**config.mk**
```make
export PLATFORM = sky130hd
export DESIGN_NAME = hamming_serial_rx
export DESIGN_NICKNAME = d
export VERILOG_FILES = /design/src/rtl/hamming_serial_rx.sv
export SDC_FILE = /design/constraint.sdc
export NUM_CORES = 1
export LEC_CHECK = 0
export CAP_MARGIN = 20
export CORE_UTILIZATION = 30
export CTS_BUF_LIST = sky130_fd_sc_hd__clkbuf_16
export DETAILED_ROUTE_END_ITERATION = 6
export HOLD_SLACK_MARGIN = 0.15
export RECOVER_POWER = 25
export SETUP_SLACK_MARGIN = 0.15
export SYNTH_ARGS = -nofsm -noshare
export SYNTH_HDL_FRONTEND = slang
export SYNTH_SLANG_ARGS = --single-unit
```
**constraint.sdc**
```tcl
create_clock -name clk -period 2 [get_ports clk]
set_input_delay 0.6 -clock clk [delete_from_list [all_inputs] [get_ports clk]]
set_output_delay 0.6 -clock clk [all_outputs]
set_load 0.05 [all_outputs]
```
**src/rtl/hamming_serial_rx.sv**
```systemverilog
// Hamming(7,4) serial receiver: 2-flop input synchronizer, framed
// deserializer (start, c0..c6 LSB first, stop), single-error correction,
// valid/ready output stage with overrun detection and a saturating count
// of corrected words.
module hamming_serial_rx #(
    parameter int unsigned CLKS_PER_BIT = 4,
    parameter int unsigned CNT_W        = 8
) (
    input  logic             clk,
    input  logic             rst,
    input  logic             serial_in,
    output logic [3:0]       data_out,
    output logic [2:0]       syndrome,
    output logic             data_valid,
    input  logic             data_ready,
    output logic             frame_err,
    output logic             overrun,
    output logic [CNT_W-1:0] corr_count
);

    localparam int unsigned CW = $clog2(CLKS_PER_BIT);

    typedef enum logic [1:0] {IDLE, START, DATA, STOP} state_t;

    state_t        state_q, state_d;
    logic          sync1, line;
    logic [CW-1:0] cnt;
    logic [2:0]    bit_idx;
    logic [6:0]    code;
    logic          armed;
    logic          commit_pend;
    logic          half_tick, full_tick;
    logic          cnt_clr, shift_en, stop_good, stop_bad;
    logic [2:0]    syn;
    logic [6:0]    flip, fixed;

    assign half_tick = (cnt == CW'(CLKS_PER_BIT / 2 - 1));
    assign full_tick = (cnt == CW'(CLKS_PER_BIT - 1));

    // Two-flop synchronizer, reset to the idle (high) line level
    always_ff @(posedge clk) begin
        if (rst) begin
            sync1 <= 1'b1;
            line  <= 1'b1;
        end else begin
            sync1 <= serial_in;
            line  <= sync1;
        end
    end

    // FSM state register
    always_ff @(posedge clk) begin
        if (rst) state_q <= IDLE;
        else     state_q <= state_d;
    end

    // FSM next-state logic
    always_comb begin
        state_d = state_q;
        case (state_q)
            IDLE:  if (armed && !line) state_d = START;
            START: if (half_tick) state_d = line ? IDLE : DATA;
            DATA:  if (full_tick && bit_idx == 3'd6) state_d = STOP;
            STOP:  if (full_tick) state_d = IDLE;
            default: state_d = IDLE;
        endcase
    end

    // FSM outputs: counter clear and mid-bit sample strobes
    always_comb begin
        cnt_clr   = 1'b0;
        shift_en  = 1'b0;
        stop_good = 1'b0;
        stop_bad  = 1'b0;
        case (state_q)
            IDLE:  cnt_clr = 1'b1;
            START: cnt_clr = half_tick;
            DATA: begin
                cnt_clr  = full_tick;
                shift_en = full_tick;
            end
            STOP: begin
                cnt_clr   = full_tick;
                stop_good = full_tick && line;
                stop_bad  = full_tick && !line;
            end
            default: cnt_clr = 1'b1;
        endcase
    end

    // Bit timing, deserializer and re-arm tracking after a framing error
    always_ff @(posedge clk) begin
        if (rst) begin
            cnt         <= '0;
            bit_idx     <= '0;
            code        <= '0;
            armed       <= 1'b1;
            commit_pend <= 1'b0;
        end else begin
            cnt         <= cnt_clr ? '0 : cnt + CW'(1);
            commit_pend <= stop_good;
            if (state_q == START) bit_idx <= '0;
            if (shift_en) begin
                code[bit_idx] <= line;
                bit_idx       <= bit_idx + 3'd1;
            end
            if (stop_bad)  armed <= 1'b0;
            else if (line) armed <= 1'b1;
        end
    end

    // Syndrome and single-bit correction of the received codeword
    always_comb begin
        syn[0] = code[0] ^ code[2] ^ code[4] ^ code[6];
        syn[1] = code[1] ^ code[2] ^ code[5] ^ code[6];
        syn[2] = code[3] ^ code[4] ^ code[5] ^ code[6];
        flip   = '0;
        for (int unsigned i = 0; i < 7; i++)
            flip[i] = (syn == 3'(i + 1));
        fixed = code ^ flip;
    end

    // Output stage: commit one cycle after the stop sample, handshake, overrun, counter
    always_ff @(posedge clk) begin
        if (rst) begin
            data_out   <= '0;
            syndrome   <= '0;
            data_valid <= 1'b0;
            frame_err  <= 1'b0;
            overrun    <= 1'b0;
            corr_count <= '0;
        end else begin
            frame_err <= stop_bad;
            overrun   <= 1'b0;
            if (commit_pend) begin
                // Output slot is free if empty or being drained on this same edge
                if (!data_valid || data_ready) begin
                    data_out   <= {fixed[6], fixed[5], fixed[4], fixed[2]};
                    syndrome   <= syn;
                    data_valid <= 1'b1;
                end else begin
                    overrun <= 1'b1;
                end
                if (syn != '0 && corr_count != '1)
                    corr_count <= corr_count + CNT_W'(1);
            end else if (data_valid && data_ready) begin
                data_valid <= 1'b0;
            end
        end
    end

endmodule

```
* Word-level counts from Yosys, hierarchy flattened *
Index checks and enable logic that the tools add are counted.

word-level totals
  register bits = 36
  output and inout bits = 18
  word-level logic and storage cells = 93

operators by class
  $add $sub $neg = 3
  magnitude comparators = 2
  eq/ne operators = 19
  multiplexer cells = 20
  bitwise logic cells = 12
  reductions and logical operators = 23

operators by type and width
  operator                                                                      number
  3-bit equality test, second input constant                                    5
  2-bit 2-to-1 mux                                                              5
  1-bit 2-to-1 mux                                                              9
  1-bit XOR                                                                     9
  8-bit by 1-bit adder with 8-bit output, second input constant                 1
  2-bit inequality test, second input constant                                  4
  8-bit inequality test, second input constant                                  1
  2-bit one-hot mux with 4 select lines                                         1
  2-bit OR reduction                                                            4
  7-bit bitwise mux                                                             1
  1-bit logical AND                                                             7
  7-bit XOR                                                                     1
  2-bit equality test, second input constant                                    3
  3-bit by 2-bit equality test with 1-bit output, second input constant         2
  3-bit 2-to-1 mux                                                              2
  2-bit AND reduction                                                           3
  2-bit nonzero test                                                            3
  2-bit by 1-bit equality test with 1-bit output, second input constant         2
  3-bit by 4-bit less-than comparator with 1-bit output, second input constant  1
  4-bit AND reduction                                                           1
  3-bit by 1-bit adder with 3-bit output, second input constant                 1
  1-bit demux with 3-bit select                                                 1
  3-bit by 1-bit equality test with 1-bit output, second input constant         1
  3-bit by 1-bit >= comparator with 1-bit output, second input constant         1
  8 further kinds                                                               10

* Longest topological paths before layout *
  depth in word-level cells = 6
  gate-level depth with buffers = 7
  depth with buffers taken out = 6

* Worst setup path before layout *
Ideal clock, no wire load.

  kind = register -> register
  start = reg code[4]
  end = reg corr_count[5]
  arrival = 1.782 ns
  data required time = 1.930 ns
  setup slack = 0.147 ns
  cell stages (with the launch flop) = 7
  buffers on the path = 1
  cell sequence = dfxtp_1 > xnor3_2 > xnor2_4 > a21oi_2 > buf_6 > or4_1 > a21oi_1

between the ends
  cells in the longest elaborated chain, start to end = 6
  elaborated cells between the ends (all ways) = 8

RTL lines
  item                               RTL line  RTL
  from (decl)                        29        logic [6:0] code;
  from (signal, indexed assignment)  104       code[bit_idx] <= line;
  1-bit XOR (3 in a row)             116       syn[2] = code[3] ^ code[4] ^ code[5] ^ code[6];
  3-bit nonzero test (*)             144       if (syn != '0 && corr_count != '1)
  1-bit logical AND (*)              144
  2-bit AND reduction (no line) (*)  --
  to (signal assigned)               145       corr_count <= corr_count + CNT_W'(1);
  to (decl)                          18        output logic [CNT_W-1:0] corr_count

Mark *: on every way between the ends. The rest lies on a longest branch, timed or not.
A chain may end at the register's enable or synchronous reset.

* Final worst setup path *
Same ends and word-level chain as after synthesis.

==> reports/qor.yml <==
nNetsFinal: 230
crit_start: "code[4]"
ant_nets: 0
async_reset_ff_share_pct: 0
drt_first_pass_iters: 4
fin_ws_ns: 0.155
numPortBuffers: 21
p_leak_uw: 0.000825
yosys_warnings: 0
synth_edf_count: 0
die-area_um2: 6060
r2r-end: "corr_count[5]"
r2r_slack_ns: 0.15
endpoint: "corr_count[5]"
drv_slew: 0
die_h_um: 77.9
fin_setup_tns_ns: 0
core_area_um2: 5540
fmax_ghz: 0.542
synthDistinctLibCells: 40
critPathKind: "reg -> reg"
cts_root_buffer: "clkbuf_16"
required_ns: 2.22
syn_inst: 195
final_cell_mix: "dfxtp_1, buf_4, nor2_1"
antenna_cells: 0
grt_usage_pct: 12.9
layout_commonest_cell: "dfxtp_1"
area_growth_pct: 27.8
ir_drop_mv: 0.321
synth_seq_cells: 36
htreeDepth: 2
antenna_found_initial: 0
postCtsHoldBufs: 0
clkLatencyLatePin_ns: 0.28
drive_above_1_share_pct: 23.4
worstHoldPathType: "reg -> reg"
syn_nets: 204
hold_viol: 0
grt_pass1_vias: 1298
netlist_area_um2: 1730
reg2reg_from: "code[4]"
min_period_ns: 1.85
status: "finished clean"
drt_iter0_drc: 57
worst_pin_slew_ns: 0.614
start_util_pct: 31.2
grt_pass1_wl_mm: 6.04
syn_avg_cell_area_um2: 8.85
die_w_um: 77.9
power_density_nw_per_um2: 746
clk_pin_slew_ns: 0.06
maxSlewHeadroom_pct: 59.2
viasPerCell: 4.81
critPathLaunchType: "flop"
rows: 27
post-route-period-util_pct: 92.3
via_count: 1415
gp_congestion: 0.779
place_ws_ns: 0.148
cp-end-kind: "flop"
synthFlopType: "dfxtp_1"
clock_sinks: 36
cts_tree: "built"
drv_cap: 0
drc: 0
grt_overflow: 0
crit_fanout: 5
finalClockSkew_ns: 0.00508
cts_buffer_depth: 2
cts_buffers: 5
yosysSeqAreaShare_pct: 41.7
grt_max_degree: 34
wire_per_inst_um: 12.2
hpwl_mm: 2.35
grt_setup_unrepaired: "true"
routed_wl_mm: 3.58
worstRegToRegCells: 5
critical_path_arrival_ns: 2.06
finalSetupViolCount: 0
ios: 22
## flip-flops by register name, summed over array words and instances (netlist names), named ones only
name	cells
line	1
sync1	1
armed	1
syndrome	3
code	7
commit_pend	1
data_valid	1
overrun	1
bit_idx	3
state_q	1
data_out	4
corr_count	8
cnt	2
frame_err	1
## area by class of cell
type | instances | area [um^2]
clock inverter | 3 | 42.5
clock buffer | 5 | 125
tap | 72 | 90.1
sequential | 36 | 723
fill | 573 | 3330
multi-input combinational | 141 | 958
timing repair buffer | 30 | 241
inverter | 7 | 26.3
## stage by stage
stage          instance area (um^2)  hold slack, ns  utilization [%]  power [uW]  cells
2_1_floorplan                  1730           0.389                -         760    195
3_3_place_gp                   2000           0.392             36.0         778    283
3_5_place_dp                   2000           0.397             36.0         778    283
4_1_cts                        2180           0.410             39.3        1670    292
5_1_grt                        2210           0.429             39.8        1720    294
6_report                       2210           0.408             39.8        1650    294
## critical path, cell delays in order (launching register included)
cell and delay (ns):
dfxtp_2 0.35, xnor3_2 0.48, xnor2_4 0.23, a21oi_4 0.07
or4_1 0.52, a21oi_2 0.12
## logic make-up (layout without fill, tap and decap cells)
family	count (synthesis)	in the layout	share of synthesized area [%]
flip-flops	36	36	41.7
AO/OA/AOI/OAI	33	34	12.6
XOR/XNOR	10	10	7.03
buffers and inverters	19	45	4.57
multiplexers	12	12	7.17
adder cells (fa/ha/maj)	5	5	3.62
AND/OR/NAND/NOR	80	80	23.3
## worst min path at each step
stage               startpoint    to  depth (start not counted)
floorplan                sync1  line                          1
global placement         sync1  line                          1
detailed placement       sync1  line                          1
CTS                      sync1  line                          1
global route             sync1  line                          1
finish                   sync1  line                          1
## layer usage
metal	routed length [um]	share of wire [%]	track usage (%)
met5	0	0	0
met4	60	1.7	5.09
met3	170	4.7	3.65
met2	1540	43	21.0
met1	1810	51	15.9
## power breakdown
group | switching, uW | internal, uW | total (uW)
Combinational | 20.1 | 14.9 | 35.0
Sequential | 5.95 | 721 | 727
Clock | 301 | 585 | 885
Total | 327 | 1320 | 1650
## cell usage after synthesis, drive strengths merged (4+ instances only)
cell,n,area share [%]
inv,7,1.5
nor2,22,4.8
nand3b,4,1.7
o21ai,8,2.3
nor3,8,2.3
xnor2,7,4.6
ha,5,3.6
nand2,14,3.0
nor2b,5,1.8
dfxtp,36,42
mux2i,9,5.2
a21oi,10,3.1
clkbuf,11,2.4
nand3,10,2.9
nor3b,4,1.7
## timing repair
| item | 4_1_cts | 5_1_grt |
|---|---|---|
| cloned | 0 | 1 |
| gates resized for setup | 1 | 5 |
| pin swaps | 1 | 7 |
| setup buffers | 1 | 1 |
| endpoints found under the setup margin | 4 | 7 |
(Power assumes the default switching activity.)
